`src/rtl/hazard_pkg.sv`:
```
// Shared types for the RV32I pipeline hazard controller.
// Forwarding selects, memory-wait FSM states and the x0 index.
package hazard_pkg;

    typedef enum logic [1:0] {
        FWD_RF  = 2'b00,
        FWD_WB  = 2'b01,
        FWD_MEM = 2'b10
    } fwd_sel_t;

    typedef enum logic [0:0] {
        IDLE = 1'b0,
        WAIT = 1'b1
    } mem_state_t;

    localparam logic [4:0] REG_ZERO = 5'd0;

endpackage

```
`src/rtl/hazard_ctrl_fwd_sel_unit.sv`:
```
// Forwarding select for one execute-stage source operand.
// The M-stage result wins over W; x0 is never forwarded.
module fwd_sel_unit
    import hazard_pkg::*;
(
    input  logic [4:0] rsE,
    input  logic [4:0] rdM,
    input  logic [4:0] rdW,
    input  logic       regWriteM,
    input  logic       regWriteW,
    output fwd_sel_t   sel
);

    logic hitM;
    logic hitW;

    assign hitM = regWriteM && (rdM != REG_ZERO) && (rdM == rsE);
    assign hitW = regWriteW && (rdW != REG_ZERO) && (rdW == rsE);

    always_comb begin
        sel = FWD_RF;
        if (hitM)
            sel = FWD_MEM;
        else if (hitW)
            sel = FWD_WB;
    end

endmodule

```
`src/rtl/hazard_ctrl.sv`:
```
// Hazard controller: forwarding, load-use / branch / memory-wait stall+flush.
// Define HAZARD_PERF_EN to add the LoadStallCnt/MemStallCnt/FlushCnt counters.
module hazard_ctrl
    import hazard_pkg::*;
(
    input  logic        clk,
    input  logic        rst,
    input  logic [4:0]  Rs1D,
    input  logic [4:0]  Rs2D,
    input  logic [4:0]  RdD,
    input  logic        RegWriteD,
    input  logic        LoadD,
    input  logic        MemAccD,
    input  logic        PCSrcE,
    input  logic        MemReadyM,
    output logic [1:0]  ForwardAE,
    output logic [1:0]  ForwardBE,
    output logic        StallF,
    output logic        StallD,
    output logic        StallE,
    output logic        StallM,
    output logic        FlushD,
    output logic        FlushE,
    output logic        FlushW,
    output logic        MemBusy
`ifdef HAZARD_PERF_EN
    ,
    output logic [31:0] LoadStallCnt,
    output logic [31:0] MemStallCnt,
    output logic [31:0] FlushCnt
`endif
);

    logic [4:0] Rs1E, Rs2E, RdE, RdM, RdW;
    logic       RegWriteE, LoadE, MemAccE;
    logic       RegWriteM, MemAccM;
    logic       RegWriteW;

    mem_state_t state, stateNext;
    fwd_sel_t   fwdA, fwdB;

    logic lwStall, memStall, lwEff, brEff;

    fwd_sel_unit uFwdA (
        .rsE       (Rs1E),
        .rdM       (RdM),
        .rdW       (RdW),
        .regWriteM (RegWriteM),
        .regWriteW (RegWriteW),
        .sel       (fwdA)
    );

    fwd_sel_unit uFwdB (
        .rsE       (Rs2E),
        .rdM       (RdM),
        .rdW       (RdW),
        .regWriteM (RegWriteM),
        .regWriteW (RegWriteW),
        .sel       (fwdB)
    );

    assign ForwardAE = fwdA;
    assign ForwardBE = fwdB;

    // A memory wait freezes the pipe, masking load-use and branch effects.
    assign memStall = MemAccM && !MemReadyM;
    assign lwStall  = LoadE && (RdE != REG_ZERO)
                    && ((RdE == Rs1D) || (RdE == Rs2D));
    assign lwEff    = lwStall && !memStall;
    assign brEff    = PCSrcE && !memStall;

    assign StallF  = memStall || lwEff;
    assign StallD  = memStall || lwEff;
    assign StallE  = memStall;
    assign StallM  = memStall;
    assign FlushD  = brEff;
    assign FlushE  = brEff || lwEff;
    assign FlushW  = memStall;
    assign MemBusy = (state == WAIT);

    always_ff @(posedge clk) begin
        if (rst || (!StallE && FlushE)) begin
            Rs1E      <= REG_ZERO;
            Rs2E      <= REG_ZERO;
            RdE       <= REG_ZERO;
            RegWriteE <= 1'b0;
            LoadE     <= 1'b0;
            MemAccE   <= 1'b0;
        end else if (!StallE) begin
            Rs1E      <= Rs1D;
            Rs2E      <= Rs2D;
            RdE       <= RdD;
            RegWriteE <= RegWriteD;
            LoadE     <= LoadD;
            MemAccE   <= MemAccD;
        end
    end

    always_ff @(posedge clk) begin
        if (rst) begin
            RdM       <= REG_ZERO;
            RegWriteM <= 1'b0;
            MemAccM   <= 1'b0;
        end else if (!StallM) begin
            RdM       <= RdE;
            RegWriteM <= RegWriteE;
            MemAccM   <= MemAccE;
        end
    end

    always_ff @(posedge clk) begin
        if (rst || FlushW) begin
            RdW       <= REG_ZERO;
            RegWriteW <= 1'b0;
        end else begin
            RdW       <= RdM;
            RegWriteW <= RegWriteM;
        end
    end

    always_comb begin
        stateNext = state;
        unique case (state)
            IDLE: if (memStall) stateNext = WAIT;
            WAIT: if (MemReadyM) stateNext = IDLE;
            default: stateNext = IDLE;
        endcase
    end

    always_ff @(posedge clk) begin
        if (rst)
            state <= IDLE;
        else
            state <= stateNext;
    end

`ifdef HAZARD_PERF_EN
    always_ff @(posedge clk) begin
        if (rst) begin
            LoadStallCnt <= 32'd0;
            MemStallCnt  <= 32'd0;
            FlushCnt     <= 32'd0;
        end else begin
            if (lwEff)
                LoadStallCnt <= LoadStallCnt + 32'd1;
            if (memStall)
                MemStallCnt <= MemStallCnt + 32'd1;
            if (brEff)
                FlushCnt <= FlushCnt + 32'd1;
        end
    end
`endif

endmodule

```
`config.mk`:
```
export PLATFORM = sky130hd
export DESIGN_NAME = hazard_ctrl
export DESIGN_NICKNAME = d
export VERILOG_FILES = /design/src/rtl/hazard_pkg.sv /design/src/rtl/hazard_ctrl_fwd_sel_unit.sv /design/src/rtl/hazard_ctrl.sv
export SDC_FILE = /design/constraint.sdc
export NUM_CORES = 1
export LEC_CHECK = 0
export ABC_AREA = 1
export BUFFER_PORTS_ARGS = -buffer_cell sky130_fd_sc_hd__buf_2
export CAP_MARGIN = 30
export CORE_MARGIN = 3
export CORE_UTILIZATION = 40
export DETAILED_ROUTE_END_ITERATION = 16
export PLACE_DENSITY = 0.73
export SLEW_MARGIN = 30
export SYNTH_ARGS = -nofsm -noshare
export SYNTH_HDL_FRONTEND = slang
export SYNTH_SLANG_ARGS = --single-unit
```
`constraint.sdc`:
```
create_clock -name clk -period 2.25 [get_ports clk]
set_clock_uncertainty 0.15 [all_clocks]
set_input_delay 0.225 -clock clk [delete_from_list [all_inputs] [get_ports clk]]
set_output_delay 0.225 -clock clk [all_outputs]
set_load 0.01 [all_outputs]
```
==> results of run 1 <==
-- logic make-up after synthesis --
logic type	after synthesis	share of synthesized area [%]
AO/OA/AOI/OAI	28	8.10
XOR/XNOR	22	11.1
buffers and inverters	55	14.7
flip-flops	32	37.0
AND/OR/NAND/NOR	111	29.0
-- critical path, cell delays in order --
cell	delay [ns]
dlygate4sd3_1	0.53
buf_2	0.14
nor2_4	0.13
buf_4	0.31
buf_2	0.19
-- final timing paths --
kind,endpoint,start,slack [ns],depth (start not counted)
worst min-delay path,LoadE,LoadD,0.1,5
worst max register to register,Rs2E[3],RdE[2],0.73,9
worst min register to register,MemAccM,MemAccE,0.32,2
worst max-delay path,StallE,MemReadyM,0.34,5
-- report_power, final --
group	internal [W]	switching (W)
clock network	0.000327	0.000221
logic	0.0000731	0.0000930
registers	0.000591	0.0000249
total	0.000991	0.000338
-- area by class of cell --
| cell class | count | area (µm²) |
|---|---|---|
| fillers | 433 | 2080 |
| multi-input cells | 161 | 835 |
| flip-flops and latches | 32 | 641 |
| repair buffers | 36 | 193 |
| inverters | 44 | 165 |
| clock buffers | 5 | 68.8 |
| well taps | 50 | 62.6 |
| clock inverters | 3 | 42.5 |
-- Yosys cell counts --
| cell | n | area [µm²] |
|---|---|---|
| buf_6 | 2 | 22.5 |
| buf_8 | 1 | 15.0 |
| nor2_4 | 1 | 11.3 |
| nor2_1 | 26 | 97.6 |
| nand3_1 | 5 | 25.0 |
| nor4_1 | 2 | 12.5 |
| o21ai_0 | 21 | 105 |
| a21oi_1 | 7 | 35.0 |
| nor3_1 | 3 | 15.0 |
| xnor2_1 | 12 | 105 |
| dfxtp_1 | 32 | 641 |
| xor2_1 | 10 | 87.6 |
| buf_4 | 5 | 37.5 |
| nand3_4 | 2 | 35.0 |
| nand4_1 | 3 | 18.8 |
| buf_2 | 2 | 10.0 |
| nor2_2 | 10 | 62.6 |
| inv_2 | 5 | 18.8 |
| clkbuf_1 | 1 | 3.75 |
| nand2_2 | 1 | 6.26 |
| nand2_1 | 58 | 218 |
| inv_1 | 39 | 146 |
-- registers in the layout, summed over array words and instances (netlist names) --
name,flops
LoadE,1
MemAccE,1
MemAccM,1
MemBusy,1
RdE,5
RdM,5
RdW,5
RegWriteE,1
RegWriteM,1
RegWriteW,1
Rs1E,5
Rs2E,5
-- cells in the final DEF, fill, tap and decap left out, drive strengths merged, types with 3 or more instances in the layout --
| master | Yosys | routed |
|---|---|---|
| o21ai | 21 | 21 |
| nor2 | 37 | 37 |
| clkbuf | 1 | 5 |
| buf | 10 | 34 |
| nand4 | 3 | 3 |
| xor2 | 10 | 10 |
| a21oi | 7 | 7 |
| nand2 | 59 | 59 |
| xnor2 | 12 | 12 |
| dfxtp | 32 | 32 |
| inv | 44 | 44 |
| nor3 | 3 | 3 |
| nand3 | 7 | 7 |
-- per-layer routing --
layer,up-vias,wire [µm],track usage (%)
met5,-,0,0
met4,0,65,5.01
met3,9,209,5.61
met2,43,1650,24.6
met1,652,1610,18.9
li1,812,-,-
-- stage by stage --
| step | instances | hold slack, ns | total power [W] | area [µm²] |
|---|---|---|---|---|
| floorplan | 248 | 0.144 | 0.000746 | 1730 |
| global placement | 321 | 0.264 | 0.000790 | 1880 |
| detailed placement | 321 | 0.269 | 0.000793 | 1880 |
| CTS | 331 | 0.0993 | 0.00134 | 2010 |
| global route | 331 | 0.0975 | 0.00140 | 2010 |
| finish | 331 | 0.0994 | 0.00133 | 2010 |
-- repair_timing --
item	in CTS	in global routing
hold endpoints to repair	2	0
hold buffers	2	0
gates resized for setup	0	0
setup endpoints to repair	0	0
==> summary.md, run 1 <==
| Metric | Value |
|---|---|
| Status | finished, final reports clean |
| Initial antenna violation count | 0 |
| Yosys reg bits | 32 |
| Leak | roughly 1.1 nW |
| Setup TNS | 0 ns |
| Min-Delay Path Class | in2reg |
| Synth Net Count | 270 |
| Final Util | between 40% and 50% |
| Setup WS post-layout | between 0.3 and 0.4 ns |
| Nets | slightly above 300 |
| Synth Warn # | 0 |
| Crit path arrival time | roughly 1.5 ns |
| Gr usage total | between 10% and 20% |
| Synth unique cells | 22 |
| Setup violators final | 0 |
| TritonCTS Buffers | 5 |
| Total congestion overflow | 0 |
| Cells after Synth | 248 |
| CP required | 1.88 ns |
| I/O pin cnt | 34 |
| DIE WIDTH | roughly 72 µm |
| Sink Count | 32 |
| Critical Path Sink Type | primary output |
| Drt first pass iters | 4 |
| CORE AREA | just over 0.004 mm² |
| Fin crit share | a little over four fifths |
| Diode count | 0 |
| Antenna Nets Post-Route | 0 |
| Max-slew violations | 0 |
| H-tree levels | 2 |
| Crit path kind | in2out |
| Total wire length | between 3 and 4 mm |
| FMAX | about 0.52 GHz |
| Via density | approximately 4.6 |
| Setup crit start kind | input pin |
| Initial Util | a little over two fifths |
| Die area | 0.00515 mm² |
| Max Root-Sink Buffers | 2 |
| Postcts setup bufs | 0 |
| First-pass GRT wire length | 6.14 mm |
| Largest net degree at the start of global routing | 36 |
| Worst skew pair latency | between 0.2 and 0.3 ns |
| Max IR drop VDD | just over 300 µV |
| IO Port Bufs | 33 |
| Slew @ Worst Pin | between 0.3 and 0.4 ns |
| Crit-path max FO | 35 |
| Rel. slew slack | 74.0% |
| Tmin final | around 1.9 ns |
| Number of DRC markers in iteration 0 | 46 |
| Routability congestion estimate | just under 0.8 |
| Layout cell share with drive strength beyond 1 | about 22% |
| RSZ-0062 raised after global routing | no |
| Vias in the first global route | ~1,400 |
| Part of the Yosys area used for sequential elements | about 37% |
| Root Driver | clkbuf_8 |
| TritonCTS clock tree | yes |
| Max cap viols | 0 |
| Via count | 1,516 |
| Clock transition at path regs | around 0.070 ns |
| Pwr dens | 662 mW/mm² |
| Final Hold Fails | 0 |
| Layout area overhead | 16.1% |
| HPWL after DPL | between 2 and 3 mm |
| Site Rows | 23 |
| Drt wl/cell | 10.7 µm |
| Syn Area/Cell | around 7 µm² |
| DRC violations left | 0 |
| Pre-CTS setup slack | between 0.6 and 0.7 ns |
| Post-Syn Area | ~0.0017 mm² |
| Die Span Y | approximately 70 µm |
Power figures use the tool's default switching activity.
==> run 2, diff against run 1 <==
--- a/config.mk
+++ b/config.mk
@@ -5,7 +5,7 @@
 export SDC_FILE = /design/constraint.sdc
 export NUM_CORES = 1
 export LEC_CHECK = 0
-export ABC_AREA = 1
+export ABC_AREA = 0
 export BUFFER_PORTS_ARGS = -buffer_cell sky130_fd_sc_hd__buf_2
 export CAP_MARGIN = 30
 export CORE_MARGIN = 3
==> constraint.sdc (replaced) <==
create_clock -name clk -period 1.8 [get_ports clk]
set_clock_uncertainty 0.15 [all_clocks]
set_input_delay 0.18 -clock clk [delete_from_list [all_inputs] [get_ports clk]]
set_output_delay 0.18 -clock clk [all_outputs]
set_load 0.01 [all_outputs]
==> summary.md, run 2 <==
| Metric | Value |
|---|---|
| Crit path arrival time | 1.74 ns (was 1.53 ns) |
| Layout Cells excl Fill | 283 (was 331) |
| Status | finished, violations left (was finished, final reports clean) |
| Post-Place Cells | 270 (was 321) |
| Setup crit start kind | register (was input pin) |
| Drt wl/cell | 14.6 µm (was 10.7 µm) |
| Worst skew pair latency | 0.29 ns (was 0.28 ns) |
| Rel. slew slack | 75.7% (was 74.0%) |
| TritonCTS clock tree | yes (unchanged) |
| TritonCTS Buffers | 5 (unchanged) |
| DIE WIDTH | 70.9 µm (was 71.8 µm) |
| Max IR drop VDD | 475 µV (was 304 µV) |
| Via density | 5.22 (was 4.58) |
| H-tree levels | 2 (unchanged) |
| CORE AREA | 0.00385 mm² (was 0.00409 mm²) |
| Setup WS post-layout | -0.267 ns (was 0.343 ns) |
| Fin Hold WS | 0.0604 ns (was 0.0994 ns) |
| Setup violators final | 7 (was 0) |
| Min-Delay Path Class | in2reg (unchanged) |
| Largest net degree at the start of global routing | 28 (was 36) |
| DRC violations left | 0 (unchanged) |
| Post-Syn Area | 0.00169 mm² (was 0.00173 mm²) |
| Nets | 257 (was 302) |
| Post-synth ARST share | 0% (unchanged) |
| FMAX | approximately 0.48 GHz |
| HPWL after DPL | 2.80 mm (was 2.73 mm) |
| CP required | 1.47 ns (was 1.88 ns) |
| First-pass GRT wire length | 6.75 mm (was 6.14 mm) |
| Crit-path cells | buf_4 > xor2_1 > or4_4 > nor4_2 > buf_2 (was dlygate4sd3_1 > buf_2 > nor2_4 > buf_4 > buf_2) |
| Diode count | 0 (unchanged) |
| Syn Area/Cell | 9.02 µm² (was 6.97 µm²) |
| Die area | 0.00503 mm² (was 0.00515 mm²) |
| Number of DRC markers in iteration 0 | 72 (was 46) |
| Tmin final | between 2 and 2.5 ns |
| Die Span Y | 70.9 µm (was 71.8 µm) |
| Synth cell count leaders | 32 x dfxtp_1, 20 x xor2_1, 18 x nand3b_1, 12 x nand2_1, 12 x o21ai_1 (was 58 x nand2_1, 39 x inv_1, 32 x dfxtp_1, 26 x nor2_1, 21 x o21ai_0) |
| Layout cell share with drive strength beyond 1 | 43.4% (was 21.7%) |
| Max-slew violations | 0 (unchanged) |
| Commonest non-fill, non-tap cell in the layout | buf_2 (was nand2_1) |
| Final Hold Fails | 0 (unchanged) |
| IO Port Bufs | 33 (unchanged) |
| Root Driver | clkbuf_8 (unchanged) |
| Sink Count | 32 (unchanged) |
| Initial antenna violation count | 0 (unchanged) |
| Leak | 0.966 nW (was 1.06 nW) |
| Max Root-Sink Buffers | 2 (unchanged) |
| Main synth FF type | dfxtp_1 (unchanged) |
| Routability congestion estimate | 0.819 (was 0.780) |
| Clock transition at path regs | 0.06 ns (was 0.07 ns) |
| CP max stage delay | 0.42 ns (was 0.53 ns) |
| Total congestion overflow | 0 (unchanged) |
| Initial Util | 43.8% (was 42.3%) |
| Crit-path max FO | 2 (was 35) |
| Synth top area cells | dfxtp_1 38%, xor2_1 10%, nand3b_1 8.0%, or4b_1 5.3%, or4b_2 5.3% (was dfxtp_1 37%, nand2_1 13%, inv_1 8.5%, o21ai_0 6.1%, xnor2_1 6.1%) |
| Total wire length | 4.13 mm (was 3.54 mm) |
| Synth Warn # | 0 (unchanged) |
| Site Rows | 22 (was 23) |
| Synth area leader | dfxtp_1 (unchanged) |
| Failing checks | setup timing |
| Synth unique cells | 26 (was 22) |
| Antenna Nets Post-Route | 0 (unchanged) |
| Crit path kind | reg2out (was in2out) |
| Drt first pass iters | 4 (unchanged) |
| Fin crit share | 115% |
| Critical Path Sink Type | primary output (unchanged) |
| Layout area overhead | 33.2% (was 16.1%) |
| Via count | 1,476 (was 1,516) |
| Slew @ Worst Pin | 0.364 ns (was 0.386 ns) |
| Synth Net Count | 209 (was 270) |
| Yosys reg bits | 32 (unchanged) |
| Vias in the first global route | 1,438 (was 1,433) |
| Worst path slowest cell | or4_4 (was dlygate4sd3_1) |
| RSZ-0062 raised after global routing | yes (was no) |
| Synth top area share | 38.0% (was 37.0%) |
| Max cap viols | 0 (unchanged) |
| Cells after Synth | 187 (was 248) |
| Setup TNS | -1.62 ns (was 0 ns) |
| Gr usage total | 17.3% (was 15.3%) |
| Most common cell in the netlist | dfxtp_1 (was nand2_1) |
| I/O pin cnt | 34 (unchanged) |
| EDFF count, synth | 0 (unchanged) |
| Pwr dens | 664 mW/mm² (was 662 mW/mm²) |
| Commonest non-fill, non-tap cells in the layout | 30 x buf_2, 20 x dfxtp_1, 20 x xor2_1, 20 x buf_4, 18 x nand3b_1 (was 58 x nand2_1, 39 x inv_1, 33 x buf_2, 32 x dfxtp_1, 26 x nor2_1) |
| Part of the Yosys area used for sequential elements | 38.0% (was 37.0%) |
## run 2: cell type report
| cell class | instances | area [µm²] |
|---|---|---|
| clock buffers | 6 | 72.6 |
| well taps | 48 | 60.1 |
| flip-flops and latches | 32 | 661 |
| inverters | 1 | 3.75 |
| fillers | 347 | 1610 |
| repair buffers | 59 | 418 |
| multi-input cells | 136 | 1030 |
| clock inverters | 1 | 5.00 |
## run 2: critical path, delay by kind of cell, from the launching register on
family | cells | cell delay, ns
xor+xnor | 1 | 0.15
simple gates | 2 | 0.67
flops | 1 | 0.33
buf+inv | 2 | 0.30
## run 2: path summary, 6_finish.rpt
check | depth (start not counted) | endpoint | start | slack (ns)
worst max-delay path | 5 | ForwardAE[0] | RdW[0] | -0.27
worst min-delay path | 3 | RdE[4] | RdD[4] | 0.06
worst max register to register | 8 | Rs2E[4] | RdE[2] | 0.04
worst min register to register | 2 | RegWriteM | RegWriteE | 0.32
## run 2: through the flow
stage	setup WS, ns	instance area, µm²	power, W	utilization (%)
finish	-0.267	2250	0.00149	58.3
global route	-0.347	2250	0.00156	58.3
CTS	-0.290	2180	0.00149	56.5
detailed placement	-0.0214	1980	0.000957	51.4
global placement	-0.000796	1980	0.000954	51.4
floorplan	-0.0612	1700	0.000885	-
## run 2: what timing repair did
action | 4_1_cts | 5_1_grt
endpoints found under the setup margin | 7 | 24
hold buffers | 1 | 0
gates cloned | 0 | 1
pin swaps | 13 | 10
buffers inserted | 5 | 0
hold endpoints to repair | 1 | 0
gates resized for setup | 21 | 17
## run 2: cell families (layout without fill, tap and decap cells)
group	Yosys count	after routing	share of synthesized area, %
XOR/XNOR	30	30	15.6
AND/OR/NAND/NOR	77	77	31.5
AO/OA/AOI/OAI	29	29	8.98
flip-flops	32	32	38.0
buffers and inverters	19	67	6.01
## run 2: per-layer routing
layer | GRT usage (%) | part of all wire [%] | up-vias
li1 | - | - | 752
met1 | 19.9 | 43 | 680
met2 | 29.0 | 49 | 37
met3 | 5.26 | 4.5 | 7
met4 | 8.77 | 2.7 | 0
met5 | 0 | 0 | -
## run 2: power by group
group / total, W / leakage, nW / internal (W) / switching [W]
Sequential: 0.000760 / 0.267 / 0.000734 / 0.0000262
Clock: 0.000522 / 0.0410 / 0.000262 / 0.000260
Combinational: 0.000209 / 0.657 / 0.000112 / 0.0000969
==> run 3, diff against run 2 <==
--- a/config.mk
+++ b/config.mk
@@ -10,9 +10,11 @@
 export CAP_MARGIN = 30
 export CORE_MARGIN = 3
 export CORE_UTILIZATION = 40
+export CTS_CLUSTER_SIZE = 12
 export DETAILED_ROUTE_END_ITERATION = 16
 export PLACE_DENSITY = 0.73
 export SLEW_MARGIN = 30
 export SYNTH_ARGS = -nofsm -noshare
 export SYNTH_HDL_FRONTEND = slang
+export SYNTH_HIERARCHICAL = 1
 export SYNTH_SLANG_ARGS = --single-unit
==> summary.md, run 3 <==
| Metric | Value |
|---|---|
| Max IR drop VDD | 413 µV (was 475 µV) |
| I/O pin cnt | 34 (unchanged) |
| Final Util | 53.8% (was 58.3%) |
| Drt wl/cell | 14.0 µm (was 14.6 µm) |
| Layout Cells excl Fill | 281 (was 283) |
| Tmin final | 2.04 ns (was 2.07 ns) |
| Die area | 0.00523 mm² (was 0.00503 mm²) |
| Antenna Nets Post-Route | 0 (unchanged) |
| Status | finished, violations left (unchanged) |
| DRC violations left | 0 (unchanged) |
| CORE AREA | 0.00412 mm² (was 0.00385 mm²) |
| Layout area overhead | 25.9% (was 33.2%) |
| HPWL after DPL | 2.78 mm (was 2.80 mm) |
| Synth Net Count | 217 (was 209) |
| Commonest non-fill, non-tap cells in the layout | 31 x buf_2, 18 x nand3b_1, 17 x dfxtp_1, 16 x nand2_1, 12 x xor2_1 (was 30 x buf_2, 20 x dfxtp_1, 20 x xor2_1, 20 x buf_4, 18 x nand3b_1) |
| FMAX | 0.491 GHz (was 0.484 GHz) |
| Clock share of power | 37.3% (was 35.0%) |
| Post-synth ARST share | 0% (unchanged) |
| Cells after Synth | 195 (was 187) |
| TritonCTS clock tree | yes (unchanged) |
| Max-slew violations | 0 (unchanged) |
| Synth cell count leaders | 32 x dfxtp_1, 18 x nand3b_1, 16 x nand2_1, 14 x xnor2_1, 12 x xor2_1 (was 32 x dfxtp_1, 20 x xor2_1, 18 x nand3b_1, 12 x nand2_1, 12 x o21ai_1) |
| Synth Warn # | 6 (was 0) |
| Rel. slew slack | 76.1% (was 75.7%) |
| Reg power frac | 49.0% (was 51.0%) |
| Total wire length | 3.95 mm (was 4.13 mm) |
| Vias in the first global route | 1,341 (was 1,438) |
| Crit path kind | reg2out (unchanged) |
| Post-layout instance area | 0.00222 mm² (was 0.00225 mm²) |
| Switching power | 0.000378 W (was 0.000383 W) |
| IO Port Bufs | 33 (unchanged) |
| Post-Place Cells | 271 (was 270) |
| DIE WIDTH | 72.3 µm (was 70.9 µm) |
| Fin crit share | 113% (was 115%) |
| Worst Path Buf+Inv | 1 (was 2) |
| Setup violators final | 3 (was 7) |
| Setup WS post-layout | -0.236 ns (was -0.267 ns) |
| Fin Hold WS | 0.0717 ns (was 0.0604 ns) |
| Synth top area cells | dfxtp_1 36%, nand3b_1 7.7%, xnor2_1 7.0%, xor2_1 6.0%, or4b_1 5.1% (was dfxtp_1 38%, xor2_1 10%, nand3b_1 8.0%, or4b_1 5.3%, or4b_2 5.3%) |
| Flip-flop and latch area | 669 µm² (was 661 µm²) |
| Max Root-Sink Buffers | 2 (unchanged) |
| CP max stage delay | 0.50 ns (was 0.42 ns) |
| Nets | 253 (was 257) |
| Critical Path Sink Type | primary output (unchanged) |
| H-tree levels | 2 (unchanged) |
| Initial Util | 42.8% (was 43.8%) |
| Power share of the combinational group | 13.7% (was 14.0%) |
| Power Internal | 0.00119 W (was 0.00111 W) |
| Synth area leader | dfxtp_1 (unchanged) |
| Setup crit start kind | register (unchanged) |
| Layout cell share with drive strength beyond 1 | 42.0% (was 43.4%) |
| Slew @ Worst Pin | 0.359 ns (was 0.364 ns) |
| First-pass GRT wire length | 6.46 mm (was 6.75 mm) |
| Gr usage total | 16.0% (was 17.3%) |
| TritonCTS Buffers | 5 (unchanged) |
| Synth unique cells | 30 (was 26) |
| Clock transition at path regs | 0.06 ns (about the same) |
| DP Area | 0.00197 mm² (was 0.00198 mm²) |
| CP top delay family | simple AND/OR/NAND/NOR gates (unchanged) |
| Routability congestion estimate | 0.861 (was 0.819) |
| Worst reg-to-reg setup slack | 0.08 ns (was 0.04 ns) |
| Diode count | 0 (unchanged) |
| Initial antenna violation count | 0 (unchanged) |
| Number of DRC markers in iteration 0 | 74 (was 72) |
| Worst path slowest cell | or4_4 (unchanged) |
| Final Hold Fails | 0 (unchanged) |
| Part of the Yosys area used for sequential elements | 36.4% (was 38.0%) |
| Fill count | 361 (was 347) |
| EDFF count, synth | 0 (unchanged) |
| Min-Delay Path Class | in2reg (unchanged) |
| Yosys reg bits | 32 (unchanged) |
| Sink Count | 32 (unchanged) |
| Largest net degree at the start of global routing | 29 (was 28) |
| Via density | 5.25 (was 5.22) |
| Post-Syn Area | 0.00176 mm² (was 0.00169 mm²) |
| Worst skew pair latency | 0.28 ns (was 0.29 ns) |
| Failing checks | setup timing (unchanged) |
| Total congestion overflow | 0 (unchanged) |
| Crit-path max FO | 3 (was 2) |
| Max cap viols | 0 (unchanged) |
| RSZ-0062 raised after global routing | yes (unchanged) |
| Crit-path cells | or4_4 > o21ai_2 > a21oi_2 > or2_4 > buf_6 (was buf_4 > xor2_1 > or4_4 > nor4_2 > buf_2) |
| Crit path arrival time | 1.71 ns (was 1.74 ns) |
| Multi-input logic area | 0.00108 mm² (was 0.00103 mm²) |
| Commonest non-fill, non-tap cell in the layout | buf_2 (unchanged) |
| Die Span Y | 72.3 µm (was 70.9 µm) |
| Main synth FF type | dfxtp_1 (unchanged) |
| Via count | 1,474 (was 1,476) |
| Most common cell in the netlist | dfxtp_1 (unchanged) |
| Synth top area share | 36.4% (was 38.0%) |
| Sw Ratio | 24.1% (was 25.7%) |
| CP required | 1.47 ns (about the same) |
| Pre-CTS setup slack | 0.0341 ns (was -0.0214 ns) |
| Leak | 0.871 nW (was 0.966 nW) |
| Drt first pass iters | 4 (unchanged) |
| Syn Area/Cell | 9.03 µm² (was 9.02 µm²) |
| Root Driver | clkbuf_8 (unchanged) |
| Pwr dens | 708 mW/mm² (was 664 mW/mm²) |
| Site Rows | 23 (was 22) |
run 3: what timing repair did:
action | in CTS | in global routing
hold endpoints to repair | 1 | 0
gates resized for setup | 12 | 22
setup buffers | 1 | 1
endpoints found under the setup margin | 6 | 24
pin swaps | 9 | 9
hold buffers | 1 | 0
run 3: routing by layer:
metal | up-vias | track usage (%) | part of all wire (%)
met5 | - | 0 | 0
met3 | 4 | 3.74 | 4.4
met1 | 681 | 20.0 | 45
met2 | 28 | 26.0 | 50
met4 | 0 | 7.52 | 0.66
li1 | 761 | - | -
run 3: final timing paths:
check,startpoint,to,cells past startpoint
worst max-delay path,RdE[4],StallD,5
worst min-delay path,RdD[3],RdE[3],3
worst max register to register,RdE[4],RdE[1],6
worst min register to register,MemAccE,MemAccM,2
run 3: through the flow:
stage | total power, W | setup TNS (ns)
floorplan | 0.000908 | -0.0706
global placement | 0.000973 | 0
detailed placement | 0.000976 | 0
CTS | 0.00157 | -0.651
global route | 0.00165 | -0.875
finish | 0.00157 | -0.660
run 3: power by group through the flow:
stage	clock network, W	logic, W	registers (W)
after floorplan	0	0.000133	0.000776
after global placement	0	0.000192	0.000781
after detailed placement	0	0.000194	0.000782
after CTS	0.000603	0.000203	0.000768
after global routing	0.000636	0.000238	0.000773
final	0.000586	0.000214	0.000769
run 3: cell type report:
class / count / area share [%]
timing repair buffer: 47 / 13.8
tap: 50 / 2.82
clock buffer: 7 / 4.35
sequential: 32 / 30.2
multi-input combinational: 144 / 48.7
inverter: 1 / 0.169
run 3: cells by family (layout without fill, tap and decap cells):
| kind of cell | count (synthesis) | in the layout | share of synthesized area, % |
|---|---|---|---|
| simple gates | 85 | 85 | 32.0 |
| compound gates | 33 | 33 | 12.1 |
| flops | 32 | 32 | 36.4 |
| buf+inv | 19 | 55 | 6.61 |
| xor+xnor | 26 | 26 | 12.9 |
run 3: tightest hold or removal path, delay by kind of cell:
family | cells | cell delay [ns]
AO/OA/AOI/OAI | 1 | 0.05
AND/OR/NAND/NOR | 1 | 0.15
buffers and inverters | 1 | 0.09
